==> src/rtl/fp32_pkg.sv <==
// Shared IEEE-754 single-precision constants, operand classes and divider
// controller states.
package fp32_pkg;

  localparam int          EXP_W   = 8;
  localparam int          MAN_W   = 23;
  localparam int          BIAS    = 127;
  localparam logic [31:0] QNAN    = 32'h7FC0_0000;
  localparam logic [31:0] POS_INF = 32'h7F80_0000;

  typedef enum logic [1:0] {
    CLS_ZERO   = 2'd0,
    CLS_FINITE = 2'd1,
    CLS_INF    = 2'd2,
    CLS_NAN    = 2'd3
  } op_class_e;

  typedef enum logic [2:0] {
    ST_IDLE   = 3'd0,
    ST_UNPACK = 3'd1,
    ST_DIVIDE = 3'd2,
    ST_ROUND  = 3'd3,
    ST_DONE   = 3'd4
  } div_state_e;

  // Denormals carry a zero exponent and are deliberately folded into ZERO.
  function automatic op_class_e classify(input logic [31:0] x);
    logic [EXP_W-1:0] e;
    logic [MAN_W-1:0] f;
    e = x[30:23];
    f = x[22:0];
    if (e == '0)                 return CLS_ZERO;
    else if (e == '1 && f != '0) return CLS_NAN;
    else if (e == '1)            return CLS_INF;
    else                         return CLS_FINITE;
  endfunction

endpackage

==> src/rtl/fp32_div_step.sv <==
// One restoring-division iteration: conditional subtract of the divisor,
// then shift the partial remainder left by one.
module fp32_div_step
  import fp32_pkg::*;
(
  input  logic [24:0] rem_i,
  input  logic [23:0] div_i,
  output logic        q_bit,
  output logic [24:0] rem_o
);

  logic [24:0] diff;
  logic [24:0] kept;

  always_comb begin
    diff  = rem_i - {1'b0, div_i};
    q_bit = (rem_i >= {1'b0, div_i});
    kept  = q_bit ? diff : rem_i;
    // After a restoring step kept < divisor < 2^24, so the MSB is always free.
    rem_o = {kept[23:0], 1'b0};
  end

endmodule

==> src/rtl/fp32_div_seq.sv <==
// Sequential IEEE-754 single-precision divider: handshake in, one quotient
// bit per cycle, round-to-nearest-even, result held until consumed.
module fp32_div_seq
  import fp32_pkg::*;
#(
  parameter int DATA_WIDTH = 32
) (
  input  logic                  clk,
  input  logic                  rst,
  input  logic                  in_valid,
  output logic                  in_ready,
  input  logic [DATA_WIDTH-1:0] in1,
  input  logic [DATA_WIDTH-1:0] in2,
  output logic                  out_valid,
  input  logic                  out_ready,
  output logic [DATA_WIDTH-1:0] out,
  output logic                  div_by_zero,
  output logic                  invalid
);

  div_state_e  state_q, state_d;
  logic [31:0] a_q, a_d;
  logic [31:0] b_q, b_d;
  logic [24:0] rem_q, rem_d;
  logic [25:0] quo_q, quo_d;
  logic [4:0]  cnt_q, cnt_d;
  logic [31:0] out_q, out_d;
  logic        dbz_q, dbz_d;
  logic        inv_q, inv_d;

  logic        step_q_bit;
  logic [24:0] step_rem;

  op_class_e   cls_a, cls_b;
  logic        sign;

  logic               q_hi;
  logic [22:0]        frac_pre;
  logic               guard, sticky, inc;
  logic [23:0]        frac_rnd;
  logic signed [9:0]  exp_pre, exp_fin;
  logic [31:0]        rnd_result;

  fp32_div_step u_step (
    .rem_i (rem_q),
    .div_i ({1'b1, b_q[22:0]}),
    .q_bit (step_q_bit),
    .rem_o (step_rem)
  );

  assign cls_a = classify(a_q);
  assign cls_b = classify(b_q);
  assign sign  = a_q[31] ^ b_q[31];

  // Rounding works on the 23-bit fraction: a carry out of it is exactly the
  // mantissa overflow to 2.0, which leaves the fraction zero and bumps E.
  always_comb begin
    q_hi     = quo_q[25];
    frac_pre = q_hi ? quo_q[24:2] : quo_q[23:1];
    guard    = q_hi ? quo_q[1] : quo_q[0];
    sticky   = (q_hi & quo_q[0]) | (rem_q != '0);
    inc      = guard & (sticky | frac_pre[0]);
    frac_rnd = {1'b0, frac_pre} + {23'd0, inc};
    exp_pre  = 10'(a_q[30:23]) - 10'(b_q[30:23])
             + (q_hi ? 10'(BIAS) : 10'(BIAS - 1));
    exp_fin  = exp_pre + 10'(frac_rnd[23]);
    if (exp_fin >= 10'sd255)    rnd_result = {sign, POS_INF[30:0]};
    else if (exp_fin <= 10'sd0) rnd_result = {sign, 31'd0};
    else                        rnd_result = {sign, exp_fin[7:0], frac_rnd[22:0]};
  end

  always_comb begin
    state_d = state_q;
    a_d     = a_q;
    b_d     = b_q;
    rem_d   = rem_q;
    quo_d   = quo_q;
    cnt_d   = cnt_q;
    out_d   = out_q;
    dbz_d   = dbz_q;
    inv_d   = inv_q;
    case (state_q)
      ST_IDLE: begin
        if (in_valid) begin
          a_d     = in1;
          b_d     = in2;
          state_d = ST_UNPACK;
        end
      end
      ST_UNPACK: begin
        rem_d   = {2'b01, a_q[22:0]};
        quo_d   = '0;
        cnt_d   = 5'd25;
        dbz_d   = 1'b0;
        inv_d   = 1'b0;
        state_d = ST_DONE;
        if (cls_a == CLS_NAN || cls_b == CLS_NAN ||
            (cls_a == CLS_ZERO && cls_b == CLS_ZERO) ||
            (cls_a == CLS_INF && cls_b == CLS_INF)) begin
          out_d = QNAN;
          inv_d = 1'b1;
        end else if (cls_a == CLS_FINITE && cls_b == CLS_ZERO) begin
          out_d = {sign, POS_INF[30:0]};
          dbz_d = 1'b1;
        end else if (cls_a == CLS_INF) begin
          out_d = {sign, POS_INF[30:0]};
        end else if (cls_a == CLS_ZERO || cls_b == CLS_INF) begin
          out_d = {sign, 31'd0};
        end else begin
          state_d = ST_DIVIDE;
        end
      end
      ST_DIVIDE: begin
        rem_d = step_rem;
        quo_d = {quo_q[24:0], step_q_bit};
        if (cnt_q == '0) state_d = ST_ROUND;
        else             cnt_d   = cnt_q - 5'd1;
      end
      ST_ROUND: begin
        out_d   = rnd_result;
        state_d = ST_DONE;
      end
      ST_DONE: begin
        if (out_ready) state_d = ST_IDLE;
      end
      default: state_d = ST_IDLE;
    endcase
  end

  always_ff @(posedge clk) begin
    if (rst) begin
      state_q <= ST_IDLE;
      a_q     <= '0;
      b_q     <= '0;
      rem_q   <= '0;
      quo_q   <= '0;
      cnt_q   <= '0;
      out_q   <= '0;
      dbz_q   <= 1'b0;
      inv_q   <= 1'b0;
    end else begin
      state_q <= state_d;
      a_q     <= a_d;
      b_q     <= b_d;
      rem_q   <= rem_d;
      quo_q   <= quo_d;
      cnt_q   <= cnt_d;
      out_q   <= out_d;
      dbz_q   <= dbz_d;
      inv_q   <= inv_d;
    end
  end

  assign in_ready    = (state_q == ST_IDLE) && !rst;
  assign out_valid   = (state_q == ST_DONE);
  assign out         = out_q;
  assign div_by_zero = dbz_q;
  assign invalid     = inv_q;

endmodule

==> config.mk <==
export PLATFORM = sky130hd
export DESIGN_NAME = fp32_div_seq
export DESIGN_NICKNAME = d
export VERILOG_FILES = /design/src/rtl/fp32_pkg.sv /design/src/rtl/fp32_div_step.sv /design/src/rtl/fp32_div_seq.sv
export SDC_FILE = /design/constraint.sdc
export NUM_CORES = 1
export LEC_CHECK = 0
export CORE_ASPECT_RATIO = 1.75
export CORE_UTILIZATION = 50
export CTS_BUF_LIST = sky130_fd_sc_hd__clkbuf_8
export CTS_CLUSTER_SIZE = 10
export DETAILED_ROUTE_END_ITERATION = 7
export PLACE_DENSITY = 0.79
export SKIP_LAST_GASP = 1
export SYNTH_ARGS = -nofsm -noshare
export SYNTH_HDL_FRONTEND = slang
export SYNTH_SLANG_ARGS = --single-unit
==> constraint.sdc <==
create_clock -name clk -period 3.9 [get_ports clk]
set_clock_uncertainty 0.05 [all_clocks]
set_input_delay 0.78 -clock clk [delete_from_list [all_inputs] [get_ports clk]]
set_output_delay 0.78 -clock clk [all_outputs]
set_load 0.05 [all_outputs]
==> impl_metrics.yaml <==
run_status:
  outcome: "complete, but fails checks"
  violations: "setup timing"
critical_path:
  crit_type: "flip-flop to flip-flop"
  worst_path_max_delay_cell: "a2111o_1"
  reg2reg_from: "quo_q[25]$_SDFFE_PP0P_"
  max_stage_delay_ps: 450
  reg2reg_to: "out[1]$_SDFFE_PP0P_"
  critPathArrivalTime_ps: 4250
  cp_top_family: "compound AO/OA/AOI/OAI gates"
  required_ps: 4210
  cp_num_buf_inv: 3
  start_kind: "flip-flop"
  crit_fanout: 23
  worstRegToRegCells: 18
  endpoint_kind: "flip-flop"
  crit_chain: "buf_2, nand2b_4, a2111o_1, or2_4, nor4_4, nand2_2, nor2_4, fa_2, inv_2, ha_4, xnor2_4, nand3_1, maj3_2, o311a_1, o21ai_2, a2111oi_4, buf_12, a22o_1"
  path_depth: 18
  worst-r2r-setup-slack_ps: -40
floorplanning:
  core_um2: 17500
  die_y_um: 179
  die_area_um2: 18400
  io_pins: 104
  start_util_pct: 51.0
  floorplan.rows: 64
  dieWidth_um: 103
grt:
  grt_use_met2_pct: 50.6
  grt.total_usage_pct: 27.5
  use_met1_pct: 29.0
  grt-busiest-layer: "met2"
  grt_overflow: 0
  grt_pass1_vias: 8363
  grt_pass1_wl_um: 39600
  grt_use_met3_pct: 4.27
  antenna_found_initial: 0
  grt_max_degree: 80
timing:
  finalSetupViolCount: 19
  max_slew_margin_pct: 20.5
  setup_tns_ps: -189
  setup_slack_ps: -36.7
  drv_slew: 0
  post-route-min-period_ps: 3940
  max_freq_ghz: 0.254
  finalCritPeriodShare_pct: 101
  hold_viol: 0
  worst_hold_slack_ps: 419
  rsz0062_at_grt: "yes"
  tightestPinTransition_ps: 1190
clock_tree:
  hold_buffers: 0
  tritoncts: "built"
  cts.sinks: 157
  clkLatencyLatePin_ps: 470
  htree_levels: 4
  cts.path.max_buffers: 2
  cts_buffers: 17
  path_clk_slew_ps: 80
  cts_root_buf: "clkbuf_8"
final_layout:
  final_cell_mix: "nand2_1, dfxtp_1, a21oi_1"
  drive_gt1_share_pct: 10.6
  area_growth_pct: 23.6
  diodes: 0
  fin_area_um2: 11000
  post-route-util_pct: 63.1
  final_common_cell: "nand2_1"
  final_nets: 1339
placement:
  io_buffers: 103
  dp_hpwl_um: 17400
  gp_congestion: 0.913
  dpl_cell_area_um2: 10400
power_and_ir_drop:
  intPower_mw: 3.47
  switching_share_pct: 40.0
  leakagePower_nw: 4.04
  totalPowerFinal_mw: 5.78
  peakVddDrop_mv: 0.314
  p_per_area_nw_per_um2: 525
  p_clk_share_pct: 21.8
  switching_power_mw: 2.31
  combPwrFrac_pct: 45.0
  power_frac_seq_pct: 33.2
route:
  wire_per_inst_um: 16.1
  vias: 8572
  drt_iter0_drc: 495
  routed_wl_um: 23800
  drc: 0
  antenna_left: 0
  drt_first_pass_iters: 5
  viasPerCell: 5.80
worst_hold_path:
  hp-class: "flip-flop to flip-flop"
  hold_depth: 2
  holdPathEnd: "b_q[31]$_SDFFE_PP0P_"
  worstHoldStart: "b_q[31]$_SDFFE_PP0P_"
job:
  cap_violations: 0
synthesis:
  syn_area_um2: 8910
  synth_flop_cell: "dfxtp_1"
  yosys_warnings: 0
  synth_edf_count: 0
  syn_avg_cell_area_um2: 7.96
  async_flop_share_pct: 0
  ys_seq_area_share_pct: 35.3
  synth_cell_type_count: 75
  ys_ff_latch: 157
  postSynthCellCount: 1119
  synth.net_count: 1225
[Yosys cell counts, types with 6 or more instances]
library cell,instances,area (µm²)
nor2_1,86,323
clkbuf_1,47,176
xnor2_1,22,193
nor2b_1,15,93.8
o22ai_1,17,106
nand3_1,19,95.1
nand2b_1,9,56.3
nand2_1,173,649
o21ai_1,6,30.0
a311oi_1,15,131
buf_1,13,48.8
mux2i_1,26,260
and2_1,9,56.3
nor3_1,17,85.1
o21ai_0,15,75.1
inv_1,61,229
a21oi_1,111,556
dfxtp_1,157,3140
o21a_1,10,75.1
nand4_1,11,68.8
xor2_1,15,131
ha_1,35,438
o221a_1,7,78.8
a22oi_1,51,383
or3_1,7,43.8
nor4_1,21,131
a21o_1,8,60.1
a22o_1,22,193
a211oi_1,16,120
[sequential cells by signal, summed over array words and instances, names as in the netlist]
register / count
invalid: 1
div_by_zero: 1
state_q: 3
quo_q: 26
a_q: 32
cnt_q: 5
b_q: 32
rem_q: 25
out: 32
[cell type report]
cell class,count,area [µm²]
Clock buffer,23,317
Clock inverter,9,92.6
Fill cell,1591,6440
Inverter,61,229
Multi-Input combinational cell,834,5440
Sequential cell,157,3150
Tap cell,231,289
Timing Repair Buffer,162,1510
[logic make-up after synthesis]
| group | count (synthesis) | share of synthesized area [%] |
|---|---|---|
| muxes | 31 | 3.55 |
| and+or+nand+nor | 391 | 20.0 |
| DFF | 157 | 35.3 |
| adders and majority gates | 39 | 5.70 |
| AOI/OAI and AO/OA | 336 | 26.1 |
| buffers and inverters | 128 | 5.70 |
| xor gates and xnor gates | 37 | 3.64 |
[power groups by stage]
stage / clock network (mW) / logic [mW] / registers, mW
after global routing: 1.36 / 2.87 / 1.94
after detailed placement: 0 / 2.52 / 1.96
after CTS: 1.28 / 2.55 / 1.92
after floorplan: 0 / 1.80 / 2.00
final: 1.26 / 2.60 / 1.92
after global placement: 0 / 2.48 / 1.95
[worst register-to-register path, stage by stage (launching register included)]
cell	delay (ps)
dfxtp_4	350
buf_2	160
nand2b_4	150
a2111o_1	450
or2_4	260
nor4_4	170
nand2_2	130
nor2_4	110
fa_2	210
inv_2	50
ha_4	180
xnor2_4	140
nand3_1	100
maj3_2	300
o311a_1	340
o21ai_2	180
a2111oi_4	70
buf_12	200
a22o_1	230
[worst max-delay path by stage]
stage,start,end,slack (ps)
after detailed placement,quo_q[25]$_SDFFE_PP0P_,out[1]$_SDFFE_PP0P_,-110
after global placement,quo_q[25]$_SDFFE_PP0P_,out[27]$_SDFFE_PP0P_,-30
final,quo_q[25]$_SDFFE_PP0P_,out[1]$_SDFFE_PP0P_,-40
after floorplan,quo_q[25]$_SDFFE_PP0P_,out[12]$_SDFFE_PP0P_,2
after CTS,quo_q[25]$_SDFFE_PP0P_,out[1]$_SDFFE_PP0P_,-100
after global routing,quo_q[25]$_SDFFE_PP0P_,out[1]$_SDFFE_PP0P_,-210
[metrics by stage]
stage	instances	setup WS (ps)
5_1_grt	1477	-207
3_5_place_dp	1438	-112
6_report	1477	-36.7
4_1_cts	1473	-104
2_1_floorplan	1119	2.30
3_3_place_gp	1438	-29.2
[repair_timing]
| action | in CTS | in global routing |
|---|---|---|
| setup endpoints to repair | 31 | 31 |
| setup buffers | 3 | 4 |
| pin swaps | 2 | 16 |
| resized for setup | 5 | 18 |
[layer usage]
| metal | up-vias | wire, µm |
|---|---|---|
| met5 | - | 0 |
| li1 | 4262 | - |
| met1 | 4006 | 9090 |
| met2 | 238 | 12800 |
| met3 | 66 | 835 |
| met4 | 0 | 1090 |
Power figures use the tool's default switching activity.
